### config.mk
export PLATFORM = sky130hd
export DESIGN_NAME = bram_scan_reader
export DESIGN_NICKNAME = d
export VERILOG_FILES = /design/src/rtl/pacman_map_pkg.sv /design/src/rtl/scan_skid_fifo.sv /design/src/rtl/bram_scan_reader.sv
export SDC_FILE = /design/constraint.sdc
export NUM_CORES = 1
export LEC_CHECK = 0
export CAP_MARGIN = 20
export CORE_MARGIN = 8
export CORE_UTILIZATION = 40
export CTS_BUF_LIST = sky130_fd_sc_hd__clkbuf_8
export CTS_CLUSTER_DIAMETER = 60
export DETAILED_ROUTE_END_ITERATION = 6
export PLACE_DENSITY = 0.64
export SLEW_MARGIN = 10
export SYNTH_ARGS = -nofsm -noshare
export SYNTH_HDL_FRONTEND = slang
export SYNTH_SLANG_ARGS = --single-unit
### constraint.sdc
create_clock -name clk -period 3 [get_ports clk]
set_input_delay 0.45 -clock clk [delete_from_list [all_inputs] [get_ports clk]]
set_output_delay 0.45 -clock clk [all_outputs]
set_load 0.05 [all_outputs]
### src/rtl/pacman_map_pkg.sv
// Shared maze-map definitions: tile codes stored in the map BRAM and the
// scan-reader state encoding.
package pacman_map_pkg;

  localparam int unsigned TILE_EMPTY  = 0;
  localparam int unsigned TILE_PELLET = 1;
  localparam int unsigned TILE_WALL   = 2;
  localparam int unsigned TILE_POWER  = 3;

  typedef enum logic [1:0] {
    ST_IDLE,
    ST_SCAN,
    ST_DRAIN,
    ST_DONE
  } scan_state_t;

endpackage

### src/rtl/scan_skid_fifo.sv
// Two-entry skid FIFO holding {addr, data} pairs returned by the BRAM.
// Simultaneous push and pop are allowed at any occupancy of 1 or 2.
module scan_skid_fifo
  import pacman_map_pkg::*;
#(
  parameter int unsigned WIDTH = 14
) (
  input  logic             i_clk,
  input  logic             i_soft_rst,
  input  logic             i_push,
  input  logic [WIDTH-1:0] i_din,
  input  logic             i_pop,
  output logic [WIDTH-1:0] o_head,
  output logic [1:0]       o_count
);

  logic [WIDTH-1:0] r_head;
  logic [WIDTH-1:0] r_tail;
  logic [1:0]       r_count;

  always_ff @(posedge i_clk) begin
    if (i_soft_rst) begin
      r_head  <= '0;
      r_tail  <= '0;
      r_count <= '0;
    end else begin
      case ({i_push, i_pop})
        2'b10: begin
          if (r_count == 2'd0) r_head <= i_din;
          else                 r_tail <= i_din;
          r_count <= r_count + 2'd1;
        end
        2'b01: begin
          r_head  <= r_tail;
          r_count <= r_count - 2'd1;
        end
        2'b11: begin
          if (r_count == 2'd1) begin
            r_head <= i_din;
          end else begin
            r_head <= r_tail;
            r_tail <= i_din;
          end
        end
        default: ;
      endcase
    end
  end

  assign o_head  = r_head;
  assign o_count = r_count;

endmodule

### src/rtl/bram_scan_reader.sv
// Walks BRAM addresses 0..DATA_DEPTH-1 on one read port, streams (addr, data)
// over valid/ready and counts words equal to MATCH_VALUE.
module bram_scan_reader
  import pacman_map_pkg::*;
#(
  parameter  int unsigned               DATA_WIDTH  = 4,
  parameter  int unsigned               DATA_DEPTH  = 1023,
  parameter  logic [DATA_WIDTH-1:0]     MATCH_VALUE = DATA_WIDTH'(TILE_PELLET),
  localparam int unsigned               ADDR_W      = $clog2(DATA_DEPTH),
  localparam int unsigned               CNT_W       = $clog2(DATA_DEPTH + 1)
) (
  input  logic                  clk,
  input  logic                  soft_rst,
  input  logic                  start,
  output logic                  busy,
  output logic                  done,
  output logic [ADDR_W-1:0]     rd_addr,
  input  logic [DATA_WIDTH-1:0] rd_data,
  output logic                  out_valid,
  input  logic                  out_ready,
  output logic [ADDR_W-1:0]     out_addr,
  output logic [DATA_WIDTH-1:0] out_data,
  output logic [CNT_W-1:0]      match_count
);

  localparam logic [ADDR_W-1:0] ADDR_LAST = ADDR_W'(DATA_DEPTH - 1);
  localparam logic [CNT_W-1:0]  CNT_MAX   = CNT_W'(DATA_DEPTH);

  scan_state_t r_state, w_next;

  logic [ADDR_W-1:0] r_ptr;
  logic [ADDR_W-1:0] r_rd_addr;
  logic              r_inflight;
  logic [CNT_W-1:0]  r_match_count;
  logic [1:0]        w_fifo_count;
  logic [2:0]        w_occ;
  logic              w_pop;
  logic              w_issue;
  logic              w_last;
  logic [ADDR_W+DATA_WIDTH-1:0] w_head;

  assign out_valid = (w_fifo_count != 2'd0);
  assign w_pop     = out_valid && out_ready;
  assign w_last    = (r_ptr == ADDR_LAST);
  assign w_occ     = {1'b0, w_fifo_count} + {2'b00, r_inflight};
  // Credit counts the slot freed by this cycle's pop so a steady stream runs at
  // one word per cycle; the issued address goes straight to the BRAM so its
  // data lands in the FIFO on the following edge.
  assign w_issue   = (r_state == ST_SCAN) && (w_occ < (3'd2 + {2'b00, w_pop}));
  assign rd_addr   = w_issue ? r_ptr : r_rd_addr;

  always_ff @(posedge clk) begin
    if (soft_rst) r_state <= ST_IDLE;
    else          r_state <= w_next;
  end

  always_comb begin
    w_next = r_state;
    busy   = 1'b0;
    done   = 1'b0;
    case (r_state)
      ST_IDLE:  if (start) w_next = ST_SCAN;
      ST_SCAN: begin
        busy = 1'b1;
        if (w_issue && w_last) w_next = ST_DRAIN;
      end
      ST_DRAIN: begin
        busy = 1'b1;
        if (!r_inflight && ((w_fifo_count == 2'd0) || (w_fifo_count == 2'd1 && w_pop)))
          w_next = ST_DONE;
      end
      ST_DONE: begin
        done   = 1'b1;
        w_next = ST_IDLE;
      end
      default: w_next = ST_IDLE;
    endcase
  end

  always_ff @(posedge clk) begin
    if (soft_rst) begin
      r_ptr         <= '0;
      r_rd_addr     <= '0;
      r_inflight    <= 1'b0;
      r_match_count <= '0;
    end else begin
      r_inflight <= w_issue;
      if (r_state == ST_IDLE && start) begin
        r_ptr         <= '0;
        r_match_count <= '0;
      end else begin
        if (w_issue) begin
          r_rd_addr <= r_ptr;
          if (!w_last) r_ptr <= r_ptr + ADDR_W'(1);
        end
        if (w_pop && out_data == MATCH_VALUE && r_match_count != CNT_MAX)
          r_match_count <= r_match_count + CNT_W'(1);
      end
    end
  end

  assign match_count = r_match_count;

  scan_skid_fifo #(
    .WIDTH(ADDR_W + DATA_WIDTH)
  ) u_fifo (
    .i_clk      (clk),
    .i_soft_rst (soft_rst),
    .i_push     (r_inflight),
    .i_din      ({r_rd_addr, rd_data}),
    .i_pop      (w_pop),
    .o_head     (w_head),
    .o_count    (w_fifo_count)
  );

  assign {out_addr, out_data} = w_head;

endmodule

Word-level counts from Yosys, hierarchy flattened
Index checks and enable logic that the tools add are counted.
- register bits: 63
- input port bits: 8
- output and inout port bits: 37
- bitwise logic cells: 1
- magnitude comparators: 1
- muxes and demuxes: 14
- reduce and logical (&&, ||, !) cells: 22
- equality and inequality tests: 16
- $add $sub $neg: 6
- operators with widths (kind ; count):
    $mux 14 ; 4
    $pmux 14 s3 ; 1
    $pmux 14 s2 ; 1
    $add 10x1->10 const B ; 2
    $eq 10x10->1 const B ; 1
    $mux 10 ; 1
    $ne 10x10->1 const B ; 1
    $ne 2x2->1 const B ; 5
    $eq 2x2->1 const B ; 4
    $logic_and 1x1->1 ; 8
    $pmux 2 s4 ; 1
    $eq 2x1->1 const B ; 3
    $mux 2 ; 3
    $reduce_and 3->1 ; 2
    $reduce_bool 2->1 ; 3
    $eq 4x1->1 const B ; 1
    $logic_not 2->1 ; 2
    $pmux 2 s2 ; 1
    $reduce_and 2->1 ; 2
    $reduce_or 2->1 ; 2
    $add 2x1->3 ; 1
    $add 2x1->3 const A ; 1
    $lt 3x3->1 ; 1
    $reduce_bool 3->1 ; 1
    other kinds (7) ; 8

Longest topological paths before layout
Gate-level depths: netlist of the first run.
- depth in word-level cells: 8
- mapped depth: 11
- depth with buffers taken out: 9

By module
Synthesis of the first run repeated with hierarchy kept, for this count alone.
- cell total of the unflattened synthesis: 366
- area total of the unflattened synthesis: 3238.1 µm²
- by module, submodules not included (module ; area an instance (µm²) ; times used ; sequential area each (µm²) ; cells each):
    bram_scan_reader ; 1720.4 ; 1 ; 660.6 ; 196
    scan_skid_fifo ; 1517.7 ; 1 ; 600.6 ; 170

Least setup slack after synthesis of the first run
No wires, ideal clock.
- path type: register to output
- start: register u_fifo.r_count[0], in the netlist u_fifo.o_count[0]
- end: output port rd_addr[0]
- setup slack: 0.513 ns
- stages on the path, launching flop included: 8
- arrival: 2.037 ns
- path buffers: 1
- required time: 2.550 ns
- path through: dfxtp_1 inv_1 ha_1 or3b_4 a21oi_1 clkbuf_1 nand2_1 nand2_1
- cells in the longest elaborated chain, start to end: 6
- elaborated cells on any way between the ends: 7
- those cells by class: add/sub: 2; order compare: 1; mux: 1; reduce/logical: 3
- ends and longest elaborated chain (what ; line ; source):
    start: declaration ; scan_skid_fifo.sv:19 ; logic [1:0] r_count;
    start signal: assignment ; scan_skid_fifo.sv:31 ; r_count <= r_count + 2'd1;
    start signal: assignment ; scan_skid_fifo.sv:35 ; r_count <= r_count - 2'd1;
    $reduce_bool 2->1 ; bram_scan_reader.sv:42 ; assign out_valid = (w_fifo_count != 2'd0);
    $logic_and 1x1->1 ; bram_scan_reader.sv:43 ; assign w_pop = out_valid && out_ready;
    $add 2x1->3 ; bram_scan_reader.sv:49 ; assign w_issue = (r_state == ST_SCAN) && (w_occ < (3'd2 + {2'b00, w_pop}));
    $lt 3x3->1 * ; bram_scan_reader.sv:49 ;
    $logic_and 1x1->1 * ; bram_scan_reader.sv:49 ;
    $mux 10 * ; - ;
    end: declaration ; bram_scan_reader.sv:17 ; output logic [ADDR_W-1:0] rd_addr,
Every way passes the cells marked *; elsewhere a longest branch is shown, timed or not.

Worst setup path in the final report of the first run
Same ends and word-level chain as after synthesis.

==> results of run 1 <==
sequential cells by signal, summed over array words and instances (netlist names):
register,count
u_fifo.o_head,14
r_ptr,10
u_fifo.o_count,2
u_fifo.r_tail,14
r_inflight,1
r_state,2
match_count,10
r_rd_addr,10
kinds of logic after synthesis:
family | Yosys count | synth area share (%)
AND/OR/NAND/NOR | 132 | 20.2
AO/OA/AOI/OAI | 91 | 21.7
flip-flops | 63 | 41.7
buffers and inverters | 32 | 4.26
multiplexers | 16 | 5.30
adder cells (fa/ha/maj) | 15 | 6.21
XOR/XNOR | 2 | 0.580
through the flow:
step | utilization [%] | hold slack, ns | instance area [um2]
2_1_floorplan | - | 0.459 | 3020
6_report | 52.8 | 0.498 | 3850
3_3_place_gp | 50.2 | 0.474 | 3660
5_1_grt | 52.8 | 0.519 | 3850
4_1_cts | 52.8 | 0.502 | 3850
3_5_place_dp | 50.2 | 0.482 | 3660
layout by cell type, fill, tap and decap left out, types with 2 or more instances in the layout:
cell type,instances
sky130_fd_sc_hd__or4_1,5
sky130_fd_sc_hd__buf_4,7
sky130_fd_sc_hd__nor3_1,7
sky130_fd_sc_hd__nor2_1,44
sky130_fd_sc_hd__inv_1,14
sky130_fd_sc_hd__a211oi_1,17
sky130_fd_sc_hd__o311ai_0,4
sky130_fd_sc_hd__a22oi_1,14
sky130_fd_sc_hd__a31oi_1,2
sky130_fd_sc_hd__o41ai_1,4
sky130_fd_sc_hd__clkdlybuf4s50_1,34
sky130_fd_sc_hd__nand4_1,5
sky130_fd_sc_hd__nand2b_1,6
sky130_fd_sc_hd__a311oi_1,11
sky130_fd_sc_hd__mux2i_1,16
sky130_fd_sc_hd__buf_12,10
sky130_fd_sc_hd__nor4b_1,2
sky130_fd_sc_hd__and3_1,2
sky130_fd_sc_hd__nand2_1,42
sky130_fd_sc_hd__a21o_1,2
sky130_fd_sc_hd__ha_1,15
sky130_fd_sc_hd__a21oi_1,14
sky130_fd_sc_hd__or3_1,6
sky130_fd_sc_hd__o31ai_1,7
sky130_fd_sc_hd__clkbuf_8,9
sky130_fd_sc_hd__clkinv_2,3
sky130_fd_sc_hd__xor2_1,2
sky130_fd_sc_hd__o21ai_0,8
sky130_fd_sc_hd__dfxtp_1,63
sky130_fd_sc_hd__nand3_1,8
worst max path at each step:
stage                     slack (ns)              start  cells past startpoint         end
after global routing            0.08  u_fifo.o_count[0]                      7  rd_addr[2]
after detailed placement        0.34          out_ready                      6  rd_addr[9]
after CTS                       0.20  u_fifo.o_count[0]                      7  rd_addr[9]
final                           0.22  u_fifo.o_count[0]                      7  rd_addr[0]
after floorplan                 0.51  u_fifo.o_count[0]                      7  rd_addr[0]
after global placement          0.36          out_ready                      6  rd_addr[9]
routing by layer:
metal | vias to the layer above | wire (um) | global-route usage, %
li1 | 1375 | - | -
met1 | 1259 | 3380 | 18.0
met2 | 62 | 3380 | 22.6
met3 | 10 | 414 | 3.65
met4 | 0 | 139 | 6.56
met5 | - | 0 | 0
where the power goes:
group / switching (mW) / leakage [nW] / internal, mW
Sequential: 0.149 / 0.513 / 1.02
Combinational: 1.23 / 0.784 / 0.729
Clock: 0.323 / 0.100 / 0.377
Total: 1.70 / 1.40 / 2.12
area by class of cell:
class | count | share of cell area, %
Clock inverter | 7 | 1.69
Timing Repair Buffer | 51 | 15.4
Multi-Input combinational cell | 256 | 42.5
Tap cell | 99 | 3.22
Clock buffer | 9 | 3.22
Inverter | 13 | 1.27
Sequential cell | 63 | 32.7
worst reg2reg max path, stage by stage, from the launching register on:
cell and delay, ns:
sky130_fd_sc_hd__dfxtp_1 0.40, sky130_fd_sc_hd__inv_1 0.06, sky130_fd_sc_hd__ha_1 0.26, sky130_fd_sc_hd__or3b_4 0.44, sky130_fd_sc_hd__a211o_1 0.43, sky130_fd_sc_hd__or4_1 0.54, sky130_fd_sc_hd__a21oi_1 0.14
==> metrics.txt, run 1 <==
# TYPE chip_impl_metric gauge
chip_impl_info{name="run_status",value="completed"} 1
chip_impl_metric{name="r2r.worst_path.cells",unit=""} 6
chip_impl_metric{name="synth_top_cell_area_share",unit="%"} 41.7
chip_impl_metric{name="fin_crit",unit="ns"} 2.78
chip_impl_metric{name="floorplan.rows",unit=""} 31
chip_impl_metric{name="p_total",unit="mW"} 3.82
chip_impl_metric{name="seqCellArea",unit="um2"} 1260
chip_impl_metric{name="ant_nets",unit=""} 0
chip_impl_metric{name="dp.cells",unit=""} 482
chip_impl_metric{name="hold_vio_cnt_final",unit=""} 0
chip_impl_info{name="synthFlopType",value="sky130_fd_sc_hd__dfxtp_1"} 1
chip_impl_metric{name="tritoncts_num_sinks",unit=""} 63
chip_impl_metric{name="n_fill_cell",unit=""} 721
chip_impl_metric{name="gp_congestion",unit=""} 0.802
chip_impl_info{name="crit_path_frequent_cell",value="sky130_fd_sc_hd__nand2_1"} 1
chip_impl_metric{name="required",unit="ns"} 2.55
chip_impl_metric{name="vias",unit=""} 2706
chip_impl_metric{name="syn_nets",unit=""} 374
chip_impl_metric{name="peak_freq",unit="GHz"} 0.359
chip_impl_info{name="holdCritPathClass",value="reg2reg"} 1
chip_impl_metric{name="yosys_warnings",unit=""} 0
chip_impl_metric{name="finalMaxSlewViolations",unit=""} 0
chip_impl_info{name="min-delay-start",value="u_fifo.r_tail[10]"} 1
chip_impl_metric{name="cts_made_buffers",unit=""} 9
chip_impl_metric{name="synth-edff-count",unit=""} 0
chip_impl_metric{name="initial_utilization",unit="%"} 41.5
chip_impl_metric{name="design.core.area",unit="um2"} 7290
chip_impl_metric{name="ys_async_rst_share",unit="%"} 0
chip_impl_info{name="netlist.top_cell.by_area",value="sky130_fd_sc_hd__dfxtp_1"} 1
chip_impl_metric{name="final_layout_size_suffix_gt1_share",unit="%"} 8.77
chip_impl_metric{name="cts_resized",unit=""} 0
chip_impl_info{name="worst_path_cell_chain",value="inv_1 -> ha_1 -> or3b_4 -> a21o_1 -> nand2_1 -> nand2_1 -> buf_12"} 1
chip_impl_metric{name="critical_path.n_buffers_inverters",unit=""} 2
chip_impl_metric{name="wirelength",unit="um"} 7310
chip_impl_metric{name="yosys_register_bits",unit=""} 63
chip_impl_metric{name="place.port_buffers",unit=""} 44
chip_impl_info{name="reg2reg_from",value="u_fifo.o_count[0]"} 1
chip_impl_metric{name="worstSkewPairLatency",unit="ns"} 0.33
chip_impl_metric{name="transition_time_at_the_pin_with_the_least_slew_margin",unit="ns"} 0.803
chip_impl_metric{name="chipHeight",unit="um"} 103
chip_impl_info{name="worstSetupStartpointType",value="flip-flop"} 1
chip_impl_metric{name="grt_max_degree",unit=""} 47
chip_impl_metric{name="placement.setup.worst_slack",unit="ns"} 0.341
chip_impl_metric{name="post_synth_instance_area",unit="um2"} 3020
chip_impl_metric{name="die_area",unit="um2"} 10600
chip_impl_info{name="cp_slowest_cell",value="sky130_fd_sc_hd__or3b_4"} 1
chip_impl_info{name="critical-path-top-delay-family",value="simple AND/OR/NAND/NOR gates"} 1
chip_impl_metric{name="powerDensity",unit="nW/um2"} 992
chip_impl_metric{name="final_critical_path_setup_slack",unit="ns"} 0.218
chip_impl_metric{name="grt_pass1_wl",unit="um"} 12100
chip_impl_metric{name="power.static_leakage",unit="nW"} 1.40
chip_impl_metric{name="cts_htree_levels",unit=""} 3
chip_impl_metric{name="clkTransAtPathRegs",unit="ns"} 0.07
chip_impl_metric{name="ys_seq_area_share",unit="%"} 41.7
chip_impl_info{name="regToRegEndpoint",value="r_ptr[8]"} 1
chip_impl_metric{name="finClkSkew",unit="ns"} 0.00870
chip_impl_metric{name="hold_critical_path_depth",unit=""} 2
chip_impl_info{name="post_synth_main_area_contributors",value="sky130_fd_sc_hd__dfxtp_1, sky130_fd_sc_hd__ha_1, sky130_fd_sc_hd__nor2_1, sky130_fd_sc_hd__mux2i_1, sky130_fd_sc_hd__nand2_1"} 1
chip_impl_metric{name="floorplan.die.width",unit="um"} 103
chip_impl_metric{name="area_delta_synth_final",unit="%"} 27.4
chip_impl_metric{name="boundaryPins",unit=""} 45
chip_impl_metric{name="setup_viol",unit=""} 0
chip_impl_metric{name="postCtsSetupBuffers",unit=""} 0
chip_impl_metric{name="fin_cells",unit=""} 498
chip_impl_metric{name="timing.reg2reg.setup_slack",unit="ns"} 0.64
chip_impl_metric{name="timing.max_slew.rel_slack",unit="%"} 46.5
chip_impl_info{name="end_kind",value="primary output"} 1
chip_impl_metric{name="per_instance_average_area_after_synthesis",unit="um2"} 8.61
chip_impl_metric{name="grt-ovfl-total",unit=""} 0
chip_impl_metric{name="dpl.hpwl",unit="um"} 5160
chip_impl_info{name="post-synth-top-count-cell",value="sky130_fd_sc_hd__dfxtp_1"} 1
chip_impl_info{name="ctsRootBufferMaster",value="sky130_fd_sc_hd__clkbuf_8"} 1
chip_impl_metric{name="grt_usage",unit="%"} 14.3
chip_impl_metric{name="multi_input_gate_area",unit="um2"} 1640
chip_impl_info{name="cts_tree",value="done"} 1
chip_impl_metric{name="critical_path_peak_fanout",unit=""} 16
chip_impl_metric{name="postSynthCellCount",unit=""} 351
chip_impl_metric{name="wire_per_inst",unit="um"} 14.7
chip_impl_metric{name="dr.pass1.iters",unit=""} 5
chip_impl_metric{name="totalNegativeSetupSlack",unit="ns"} 0
chip_impl_metric{name="route.detailed.vias_per_inst",unit=""} 5.43
chip_impl_info{name="end_of_the_worst_hold_path",value="u_fifo.r_tail[10]"} 1
chip_impl_metric{name="cts-root-to-sink-buffers",unit=""} 2
chip_impl_metric{name="drc_errors",unit=""} 0
chip_impl_metric{name="drv_cap",unit=""} 0
chip_impl_info{name="synth.cells.most_frequent",value="sky130_fd_sc_hd__dfxtp_1, sky130_fd_sc_hd__nor2_1, sky130_fd_sc_hd__nand2_1"} 1
chip_impl_metric{name="power.ir.vdd_worst",unit="mV"} 0.644
chip_impl_metric{name="detail_route.iter0.violations",unit=""} 131
chip_impl_metric{name="num_antenna_cells",unit=""} 0
chip_impl_info{name="grt_setup_unrepaired",value="false"} 1
chip_impl_metric{name="crit_arrival",unit="ns"} 2.33
chip_impl_metric{name="antenna_violations_before_repair",unit=""} 0
chip_impl_info{name="worst-setup-path-type",value="reg2out"} 1
chip_impl_metric{name="first_global_vias",unit=""} 2508
chip_impl_metric{name="synth.lib_cells_used.distinct",unit=""} 42
chip_impl_metric{name="final.period_utilization",unit="%"} 92.7
chip_impl_metric{name="postCtsHoldBufs",unit=""} 0
chip_impl_metric{name="finish.net_count",unit=""} 417
chip_impl_metric{name="worst_path_largest_cell_delay",unit="ns"} 0.44
Power figures use the tool's default switching activity.
==> inputs of run 2 (changes only) <==
--- a/config.mk
+++ b/config.mk
@@ -8,7 +8,6 @@
 export CAP_MARGIN = 20
 export CORE_MARGIN = 8
 export CORE_UTILIZATION = 40
-export CTS_BUF_LIST = sky130_fd_sc_hd__clkbuf_8
 export CTS_CLUSTER_DIAMETER = 60
 export DETAILED_ROUTE_END_ITERATION = 6
 export PLACE_DENSITY = 0.64
==> run 2 against run 1 <==
Hold slack hardly changed. Combinational power is essentially flat. Power is 0.11% higher. Cell area stayed put. Die area unchanged. Flip-flop and latch count unchanged. Clock skew is essentially flat. Register-to-register slack is essentially flat. Critical path depth is the same. Clock power about the same.
==> metrics.txt, run 2 (synthesized netlist as in run 1, its figures left out) <==
# TYPE chip_impl_metric gauge
chip_impl_metric{name="timing.reg2reg.setup_slack",unit="ns"} 0.64
chip_impl_info{name="grt_setup_unrepaired",value="false"} 1
chip_impl_metric{name="dpl.hpwl",unit="um"} 5160
chip_impl_metric{name="design.core.area",unit="um2"} 7290
chip_impl_metric{name="wire_per_inst",unit="um"} 14.8
chip_impl_info{name="setup.worst_path.end",value="rd_addr[0]"} 1
chip_impl_metric{name="drc_errors",unit=""} 0
chip_impl_metric{name="fin_crit",unit="ns"} 2.78
chip_impl_metric{name="antenna_violations_before_repair",unit=""} 0
chip_impl_metric{name="wirelength",unit="um"} 7350
chip_impl_metric{name="place.port_buffers",unit=""} 44
chip_impl_metric{name="postCtsSetupBuffers",unit=""} 0
chip_impl_metric{name="power.ir.vdd_worst",unit="mV"} 0.645
chip_impl_metric{name="floorplan.die.width",unit="um"} 103
chip_impl_metric{name="sw_frac_of_total",unit="%"} 44.4
chip_impl_metric{name="final.period_utilization",unit="%"} 92.8
chip_impl_metric{name="transition_time_at_the_pin_with_the_least_slew_margin",unit="ns"} 0.803
chip_impl_metric{name="cellInternalPower",unit="mW"} 2.12
chip_impl_metric{name="cts_resized",unit=""} 0
chip_impl_metric{name="gp_congestion",unit=""} 0.802
chip_impl_metric{name="netSwitchingPower",unit="mW"} 1.70
chip_impl_metric{name="boundaryPins",unit=""} 45
chip_impl_metric{name="clock_share_of_power",unit="%"} 18.4
chip_impl_info{name="worst_path_cell_chain",value="inv_1 -> ha_1 -> or3b_4 -> a21o_1 -> nand2_1 -> nand2_1 -> buf_12"} 1
chip_impl_metric{name="tritoncts_num_sinks",unit=""} 63
chip_impl_metric{name="grt_max_degree",unit=""} 47
chip_impl_metric{name="detail_route.iter0.violations",unit=""} 131
chip_impl_info{name="cp_slowest_cell",value="sky130_fd_sc_hd__or3b_4"} 1
chip_impl_metric{name="grt-ovfl-total",unit=""} 0
chip_impl_metric{name="timing.max_slew.rel_slack",unit="%"} 46.4
chip_impl_metric{name="critical_path_peak_fanout",unit=""} 16
chip_impl_info{name="crit_path_frequent_cell",value="sky130_fd_sc_hd__nand2_1"} 1
chip_impl_metric{name="powerDensity",unit="nW/um2"} 993
chip_impl_metric{name="clkTransAtPathRegs",unit="ns"} 0.07
chip_impl_metric{name="layout.core_utilization",unit="%"} 52.8
chip_impl_metric{name="cts_made_buffers",unit=""} 9
chip_impl_metric{name="route.detailed.vias_per_inst",unit=""} 5.42
chip_impl_metric{name="cts-root-to-sink-buffers",unit=""} 2
chip_impl_metric{name="power.static_leakage",unit="nW"} 1.39
chip_impl_info{name="cts_tree",value="done"} 1
chip_impl_metric{name="postCtsHoldBufs",unit=""} 0
chip_impl_metric{name="grt_usage",unit="%"} 14.3
chip_impl_metric{name="finish.net_count",unit=""} 417
chip_impl_metric{name="num_antenna_cells",unit=""} 0
chip_impl_info{name="regToRegEndpoint",value="r_ptr[8]"} 1
chip_impl_metric{name="design_area",unit="um2"} 3850
chip_impl_metric{name="die_area",unit="um2"} 10600
chip_impl_metric{name="finClkSkew",unit="ns"} 0.00836
chip_impl_metric{name="r2r.worst_path.cells",unit=""} 6
chip_impl_info{name="end_kind",value="primary output"} 1
chip_impl_info{name="layout_commonest_cell",value="sky130_fd_sc_hd__dfxtp_1"} 1
chip_impl_info{name="worst_setup_path_startpoint",value="u_fifo.o_count[0]"} 1
chip_impl_metric{name="hold_vio_cnt_final",unit=""} 0
chip_impl_info{name="run_status",value="completed"} 1
chip_impl_metric{name="critical_path.n_buffers_inverters",unit=""} 2
chip_impl_metric{name="area_delta_synth_final",unit="%"} 27.4
chip_impl_metric{name="worstSkewPairLatency",unit="ns"} 0.33
chip_impl_metric{name="worst_path_largest_cell_delay",unit="ns"} 0.44
chip_impl_metric{name="required",unit="ns"} 2.55
chip_impl_metric{name="first_global_vias",unit=""} 2508
chip_impl_metric{name="power.sequential.fraction",unit="%"} 30.5
chip_impl_info{name="holdCritPathClass",value="reg2reg"} 1
chip_impl_metric{name="hold_critical_path_depth",unit=""} 2
chip_impl_metric{name="vias",unit=""} 2698
chip_impl_metric{name="finalMaxSlewViolations",unit=""} 0
chip_impl_metric{name="place_area",unit="um2"} 3660
chip_impl_metric{name="crit_arrival",unit="ns"} 2.33
chip_impl_metric{name="floorplan.rows",unit=""} 31
chip_impl_metric{name="chipHeight",unit="um"} 103
chip_impl_metric{name="grt_pass1_wl",unit="um"} 12100
chip_impl_metric{name="power_frac_comb",unit="%"} 51.2
chip_impl_metric{name="drv_cap",unit=""} 0
chip_impl_metric{name="cts_htree_levels",unit=""} 3
chip_impl_info{name="worst-setup-path-type",value="reg2out"} 1
chip_impl_metric{name="worstSetupPathDepth",unit=""} 7
chip_impl_metric{name="dr.pass1.iters",unit=""} 5
chip_impl_info{name="critical-path-top-delay-family",value="simple AND/OR/NAND/NOR gates"} 1
chip_impl_metric{name="p_total",unit="mW"} 3.82
chip_impl_metric{name="final_layout_size_suffix_gt1_share",unit="%"} 8.77
chip_impl_metric{name="peak_freq",unit="GHz"} 0.359
chip_impl_metric{name="hold_slack",unit="ns"} 0.498
chip_impl_info{name="reg2reg_from",value="u_fifo.o_count[0]"} 1
chip_impl_info{name="worstSetupStartpointType",value="flip-flop"} 1
chip_impl_metric{name="totalNegativeSetupSlack",unit="ns"} 0
chip_impl_metric{name="ant_nets",unit=""} 0
chip_impl_info{name="ctsRootBufferMaster",value="sky130_fd_sc_hd__clkbuf_8"} 1
chip_impl_metric{name="initial_utilization",unit="%"} 41.5
chip_impl_info{name="final_cell_mix",value="sky130_fd_sc_hd__dfxtp_1, sky130_fd_sc_hd__nor2_1, sky130_fd_sc_hd__nand2_1"} 1
chip_impl_metric{name="setup_viol",unit=""} 0
==> run 2: cell types whose count changed in the layout (fill, tap and decap cells not counted), sizes merged <==
cell    previous run  this run
clkbuf             9        10
inv               14        13
==> run 2: tightest hold or removal path, delay by kind of cell (launching register included) <==
kind,cells,cell delay (ns)
DFF,1,0.33
muxes,1,0.07
and+or+nand+nor,1,0.07
==> run 2: stage by stage <==
stage | worst slack [ns] | cells
floorplan | 0.513 | 351
finish | 0.215 | 498
global route | 0.0812 | 498
global placement | 0.356 | 482
CTS | 0.202 | 498
detailed placement | 0.341 | 482
==> run 2: how the worst min path moves through the flow <==
stage                     slack (ns)              start                 to
after floorplan                 0.46           r_ptr[3]           r_ptr[3]
after global placement          0.47  u_fifo.r_tail[11]  u_fifo.r_tail[11]
after detailed placement        0.48  u_fifo.r_tail[13]  u_fifo.r_tail[13]
after CTS                       0.50   u_fifo.r_tail[5]   u_fifo.r_tail[5]
after global routing            0.52   u_fifo.r_tail[3]   u_fifo.r_tail[3]
final                           0.50  u_fifo.r_tail[10]  u_fifo.r_tail[10]
==> run 2: routing by layer <==
layer  up-vias  track usage, %  part of all wire, %  wire, um
li1       1375               -                    -         -
met1      1260            18.0                   47      3440
met2        53            22.6                   46      3390
met3        10            3.65                  5.1       374
met4         0            6.56                  1.9       139
met5         -               0                    0         0
==> run 2: area by class of cell <==
class | instances | area [um2]
Clock inverter | 6 | 61.3
Fill cell | 721 | 3440
Multi-Input combinational cell | 256 | 1640
Tap cell | 99 | 124
Timing Repair Buffer | 51 | 593
Sequential cell | 63 | 1260
Inverter | 13 | 48.8
Clock buffer | 10 | 128
==> run 2: power groups by stage <==
stage | Clock [mW] | Combinational [mW] | Sequential, mW
floorplan | 0 | 1.06 | 1.41
global route | 0.766 | 2.11 | 1.19
CTS | 0.725 | 1.97 | 1.17
finish | 0.703 | 1.96 | 1.16
detailed placement | 0 | 1.96 | 1.19
global placement | 0 | 1.94 | 1.18
==> edit 1 (config.mk and constraints of run 1) <==
Make the reset (`i_soft_rst` and `soft_rst`) asynchronous in 3 clocked blocks.
--- a/src/rtl/scan_skid_fifo.sv
+++ b/src/rtl/scan_skid_fifo.sv
@@ -20,3 +20,3 @@
 
-  always_ff @(posedge i_clk) begin
+  always_ff @(posedge i_clk or posedge i_soft_rst) begin
     if (i_soft_rst) begin
--- a/src/rtl/bram_scan_reader.sv
+++ b/src/rtl/bram_scan_reader.sv
@@ -51,3 +51,3 @@
 
-  always_ff @(posedge clk) begin
+  always_ff @(posedge clk or posedge soft_rst) begin
     if (soft_rst) r_state <= ST_IDLE;
@@ -79,3 +79,3 @@
 
-  always_ff @(posedge clk) begin
+  always_ff @(posedge clk or posedge soft_rst) begin
     if (soft_rst) begin
Function: differs if soft_rst is asserted again (counterexample within 4 cycles, from zero or initial values and one cycle with soft_rst high); with soft_rst held inactive, the same outputs for 10 cycles.
==> edit 1 against run 1 <==
  * Design area increased by 5.5%
  * Sequential power increased by 21%
  * Worst setup slack got worse by 0.14 ns
  * Power increased by 31%
  * Combinational power increased by 46%
  * Register-to-register slack got worse by 0.16 ns
  * Sequential cell count unchanged
  * Cell count decreased by 12%
  * Sequential share of layout area increased by 6.1 points
  * Clock skew increased by 0.00058 ns
  * Routed wire length decreased by 4.8%
  * Synthesized cell count decreased by 21%
  * Synthesized area increased by 3.3%
  * Largest cell class is now sequential cells
==> edit 1: results (changes against run 1) <==
stage;metric;value;unit;change
clock_tree;cts_buffers;9;;unchanged
global_route;grt_usage;0.130;;-0.0130
clock_tree;htreeDepth;3;;unchanged
placement;gp_congestion;0.752;;-6.3%
global_route;grt_pass1_vias;2290;;-8.7%
final_layout;fin_nets;356;;-15%
synth;synthArstFlopShare;1.00;;+1.00
worst_setup_path;r2r_start;r_inflight$_DFF_PP0_;;
synth;synthTopCellsByCount;63 x dfrtp_1, 33 x mux2_2, 22 x nand2_1, 21 x nor2_1, 18 x o21ai_0;;
worst_setup_path;crit_arrival;2.48;ns;+0.15 ns
placement;place_area;0.00382;sq mm;+4.3%
synth;syn_area_per_cell;11.2;sq um;+30%
worst_setup_path;reg2reg_depth;8;;+2
placement;dp_slack;0.167;ns;-0.174 ns
routing;drtIter0Drc;97;;-26%
synth;seq_area_frac_synth;0.505;;+0.0878
routing;wl_per_cell;15.8;um;+7.7%
worst_setup_path;cp_max_fo;10;;-6
timing;finalClockSkew;0.00929;ns;+0.000584 ns
power;irDropWorstVdd;0.877;mV;+36%
power;leakage;1.84;nW;+32%
global_route;grt_pass1_wl;11.7;mm;-3.9%
placement;placed_cells_incl_taps;422;;-12%
synth;ys_warn_count;0;;unchanged
final_layout;fin_cells;440;;-12%
synth;dominantRegCellSynth;dfrtp_1;;
synth;ys_types;33;;-21%
routing;post_drt_via_cell_ratio;5.08;;-6.6%
run_status;status;complete, no violations;;
routing;dr.pass1.iters;4;;-1
global_route;grt_max_degree;64;;+36%
synth;synth_nets;302;;-19%
worst_setup_path;critPathKind;register to primary output;;
final_layout;drive_above_1_share;0.222;;+0.134
synth;synth_area_leaders;dfrtp_1 51%, mux2_2 12%, ha_1 6.0%, xor2_1 3.6%, a22oi_1 3.4%;;
hold_path;worstHoldStart;u_fifo.o_head[6]$_DFFE_PP0P_;;
power;power.internal;2.87;mW;+36%
placement;dp_hpwl;4.82;mm;-6.7%
timing;tightest_slew;0.783;ns;-0.0202 ns
edit 1: changes by cell type after synthesis, sizes merged, moves of 7 or more:
cell / change
dfrtp: +63
a21oi: -10
a311oi: -11
mux2i: -15
clkbuf: -8
nor2: -23
a211oi: -15
o31ai: -7
mux2: +34
xor2: +11
o21ai: +9
dfxtp: -63
nand2: -20
nor3: -7
edit 1: final timing paths:
path	to	slack (ns)
max	rd_addr[8]	0.07
min	u_fifo.o_head[6]$_DFFE_PP0P_	0.49
max reg2reg	r_state[1]$_DFFE_PP0P_	0.48
min reg2reg	u_fifo.o_head[6]$_DFFE_PP0P_	0.49
max in group asynchronous	r_inflight$_DFF_PP0_	2.21
min in group asynchronous	u_fifo.o_head[6]$_DFFE_PP0P_	0.50
edit 1: layout make-up:
type,count,area (sq um)
Clock buffer,10,138
Clock inverter,6,61.3
Fill cell,670,3580
Inverter,11,41.3
Multi-Input combinational cell,195,1470
Sequential cell,63,1580
Tap cell,102,128
Timing Repair Buffer,53,651
edit 1: critical path: stages (launching register included):
cell      delay (ns)
dfrtp_2         0.45
ha_1            0.30
or3b_1          0.40
a211oi_4        0.28
buf_12          0.18
mux2_2          0.38
buf_12          0.16
edit 1: per-stage QoR:
stage                     power (mW)  hold WS [ns]
after CTS                       4.90         0.491
final                           5.00         0.486
after global placement          4.10         0.473
after global routing            5.31         0.519
after detailed placement        4.15         0.474
after floorplan                 3.13         0.480
edit 1: cell families after synthesis:
kind of cell | after synthesis | synth area share
AND/OR/NAND/NOR | 85 | 0.144
flip-flops | 63 | 0.505
AO/OA/AOI/OAI | 42 | 0.0858
multiplexers | 35 | 0.127
buffers and inverters | 21 | 0.0277
XOR/XNOR | 18 | 0.0505
adder cells (fa/ha/maj) | 15 | 0.0601
edit 1: what timing repair did:
action | CTS | global route
setup buffers | 0 | 1
endpoints found under the setup margin | 0 | 10
hold endpoints to repair | 0 | 0
resized for setup | 0 | 3
edit 1: per-layer routing:
metal	global-route usage	part of all wire	up-vias
met5	0	0	-
li1	-	-	1090
met4	0.0610	0.0082	0
met3	0.0328	0.038	2
met2	0.199	0.48	31
met1	0.168	0.48	1111
edit 1: power groups by stage:
| stage | logic [mW] | registers [mW] | clock network, mW |
|---|---|---|---|
| 2_1_floorplan | 1.51 | 1.62 | 0 |
| 3_3_place_gp | 2.70 | 1.41 | 0 |
| 3_5_place_dp | 2.74 | 1.42 | 0 |
| 4_1_cts | 2.75 | 1.40 | 0.747 |
| 5_1_grt | 3.07 | 1.44 | 0.798 |
| 6_report | 2.87 | 1.40 | 0.730 |
==> edit 2 (settings of run 1) <==
Made on the original files. Change the parameter `DATA_WIDTH` from 4 to 6.
--- a/src/rtl/bram_scan_reader.sv
+++ b/src/rtl/bram_scan_reader.sv
@@ -5,3 +5,3 @@
 #(
-  parameter  int unsigned               DATA_WIDTH  = 4,
+  parameter  int unsigned               DATA_WIDTH  = 6,
   parameter  int unsigned               DATA_DEPTH  = 1023,
Interface: changed (resized out_data and rd_data); port bits go from 45 to 49. No check against the original RTL was run, so the function may have changed too.
==> edit 2 against run 1 <==
  * Synthesized area rose by 3.4%
  * Routed wire length down 0.15%
  * Worst hold slack improved by 0.0018 ns
  * Highest routed layer unchanged
  * Worst setup slack worse by 0.097 ns
  * Utilization decreased by 1.3 points
  * Combinational power down 15%
  * Global-route usage fell by 0.79 points
  * Sequential cell count increased by 4
  * Count of clock-buffer cells in the layout unchanged
  * Critical path depth stayed put
  * Power is 0.75% lower
  * Clock power up 41%
  * Design area rose by 2.2%
==> edit 2: results (changes against run 1) <==
stage;metric;value;unit;change
run_status;status;complete, no violations;;
power;irDropWorstVdd;0.360;mV;-44%
clock_tree;clk_latency;0.34;ns;
hold_path;min_path_type;register to register;;
routing;drtIter0Drc;113;;-14%
placement;place_area;0.00368;sq mm;+0.34%
routing;dr.pass1.iters;4;;-1
worst_setup_path;r2r_start;u_fifo.o_count[0]$_SDFFE_PP0P_;;
placement;io_buffers;48;;+9.1%
power;leakage;1.40;nW;+0.29%
global_route;antenna_found_initial;0;;unchanged
clock_tree;clockBufferDepth;2;;unchanged
hold_path;worstHoldStart;u_fifo.r_tail[3]$_SDFFE_PP0P_;;
synth;ys_warn_count;0;;unchanged
synth;synth_nets;372;;-0.53%
routing;post_drt_via_cell_ratio;5.27;;-3.1%
synth;ys_types;39;;-7.1%
worst_setup_path;cp_max_fo;13;;-3
synth;seq_area_frac_synth;0.429;;+0.0121
synth;synth_area_leaders;dfxtp_1 43%, nor2_1 6.8%, ha_1 6.0%, mux2i_1 5.1%, a211oi_1 4.3%;;
hold_path;holdPathStages;2;;unchanged
worst_setup_path;critPathMaxStageDelay;0.44;ns;about the same
worst_setup_path;reg2reg_depth;9;;+3
clock_tree;cts_buffers;9;;unchanged
placement;dp_hpwl;5.09;mm;-1.4%
global_route;grt_max_degree;50;;+6.4%
worst_setup_path;critical_path.endpoint;rd_addr[9];;
worst_setup_path;worstReg2RegEnd;match_count[9]$_SDFFE_PP0P_;;
timing;finalClockSkew;0.0142;ns;+0.00549 ns
global_route;grt_usage;0.136;;-0.00792
power;switchingPower;1.54;mW;-9.5%
worst_setup_path;crit_arrival;2.43;ns;+0.10 ns
synth;synthArstFlopShare;0;;unchanged
clock_tree;htreeDepth;3;;unchanged
final_layout;nFillCells;703;;-2.5%
final_layout;drive_above_1_share;0.119;;+0.0310
synth;synthTopCellsByCount;67 x dfxtp_1, 57 x nor2_1, 22 x nand2_1, 18 x a211oi_1;;
hold_path;hold_end;u_fifo.r_tail[3]$_SDFFE_PP0P_;;
timing;tightest_slew;0.879;ns;+0.0758 ns
worst_setup_path;r2r_slack;0.73;ns;+0.09 ns
final_layout;fin_nets;417;;unchanged
clock_tree;cts.root.buffer_cell;clkbuf_8;;
routing;wirelength;7.30;mm;-0.15%
placement;gp_congestion;0.765;;-4.7%
global_route;grt_pass1_wl;12.4;mm;+2.0%
global_route;grt_pass1_vias;2574;;+2.6%
edit 2: cell types whose count changed after synthesis, sizes merged, moves of 5 or more:
cell / before / now
or3: 6 / 1
nand2b: 6 / 0
a311oi: 11 / 0
o31ai: 7 / 0
nor2: 44 / 57
xnor2: 0 / 15
mux2: 0 / 10
nand3: 8 / 16
nand2: 42 / 22
edit 2: layout make-up:
cell class	count	area, sq um	area share
multi-input combinational	247	1650	0.418
sequential	67	1340	0.341
timing repair buffer	54	513	0.130
clock inverter	6	138	0.0349
tap	102	128	0.0324
clock buffer	9	124	0.0314
inverter	13	48.8	0.0124
edit 2: through the flow:
stage,setup WS [ns],hold slack [ns],std cells
global placement,0.179,0.474,483
floorplan,0.410,0.461,347
global route,0.0225,0.522,498
detailed placement,0.157,0.485,483
finish,0.121,0.499,498
CTS,0.0406,0.504,498
edit 2: cells by family (layout without fill, tap and decap cells):
family,after synthesis,after routing,share of synthesized area
simple gates,123,123,0.183
flops,67,67,0.429
compound gates,65,65,0.145
buf+inv,33,82,0.0453
mux,26,26,0.0873
xor+xnor,18,18,0.0505
fa+ha+maj,15,15,0.0601
edit 2: power groups by stage:
stage / clock network (mW) / logic [mW] / registers [mW]
after floorplan: 0 / 0.886 / 1.48
after global placement: 0 / 1.64 / 1.16
after detailed placement: 0 / 1.66 / 1.17
after CTS: 1.00 / 1.67 / 1.14
after global routing: 1.04 / 1.80 / 1.17
final: 0.987 / 1.66 / 1.14
edit 2: routing by layer:
metal  vias up  wire length, um  track usage
li1       1315                -            -
met1      1246             3500        0.164
met2        56             3470        0.224
met3         5              261       0.0273
met4         0               72       0.0662
met5         -                0            0
edit 2: repair_timing:
item                                    4_1_cts  5_1_grt
setup buffers                                 0        0
endpoints found under the setup margin        0       10
resized for setup                             0        1
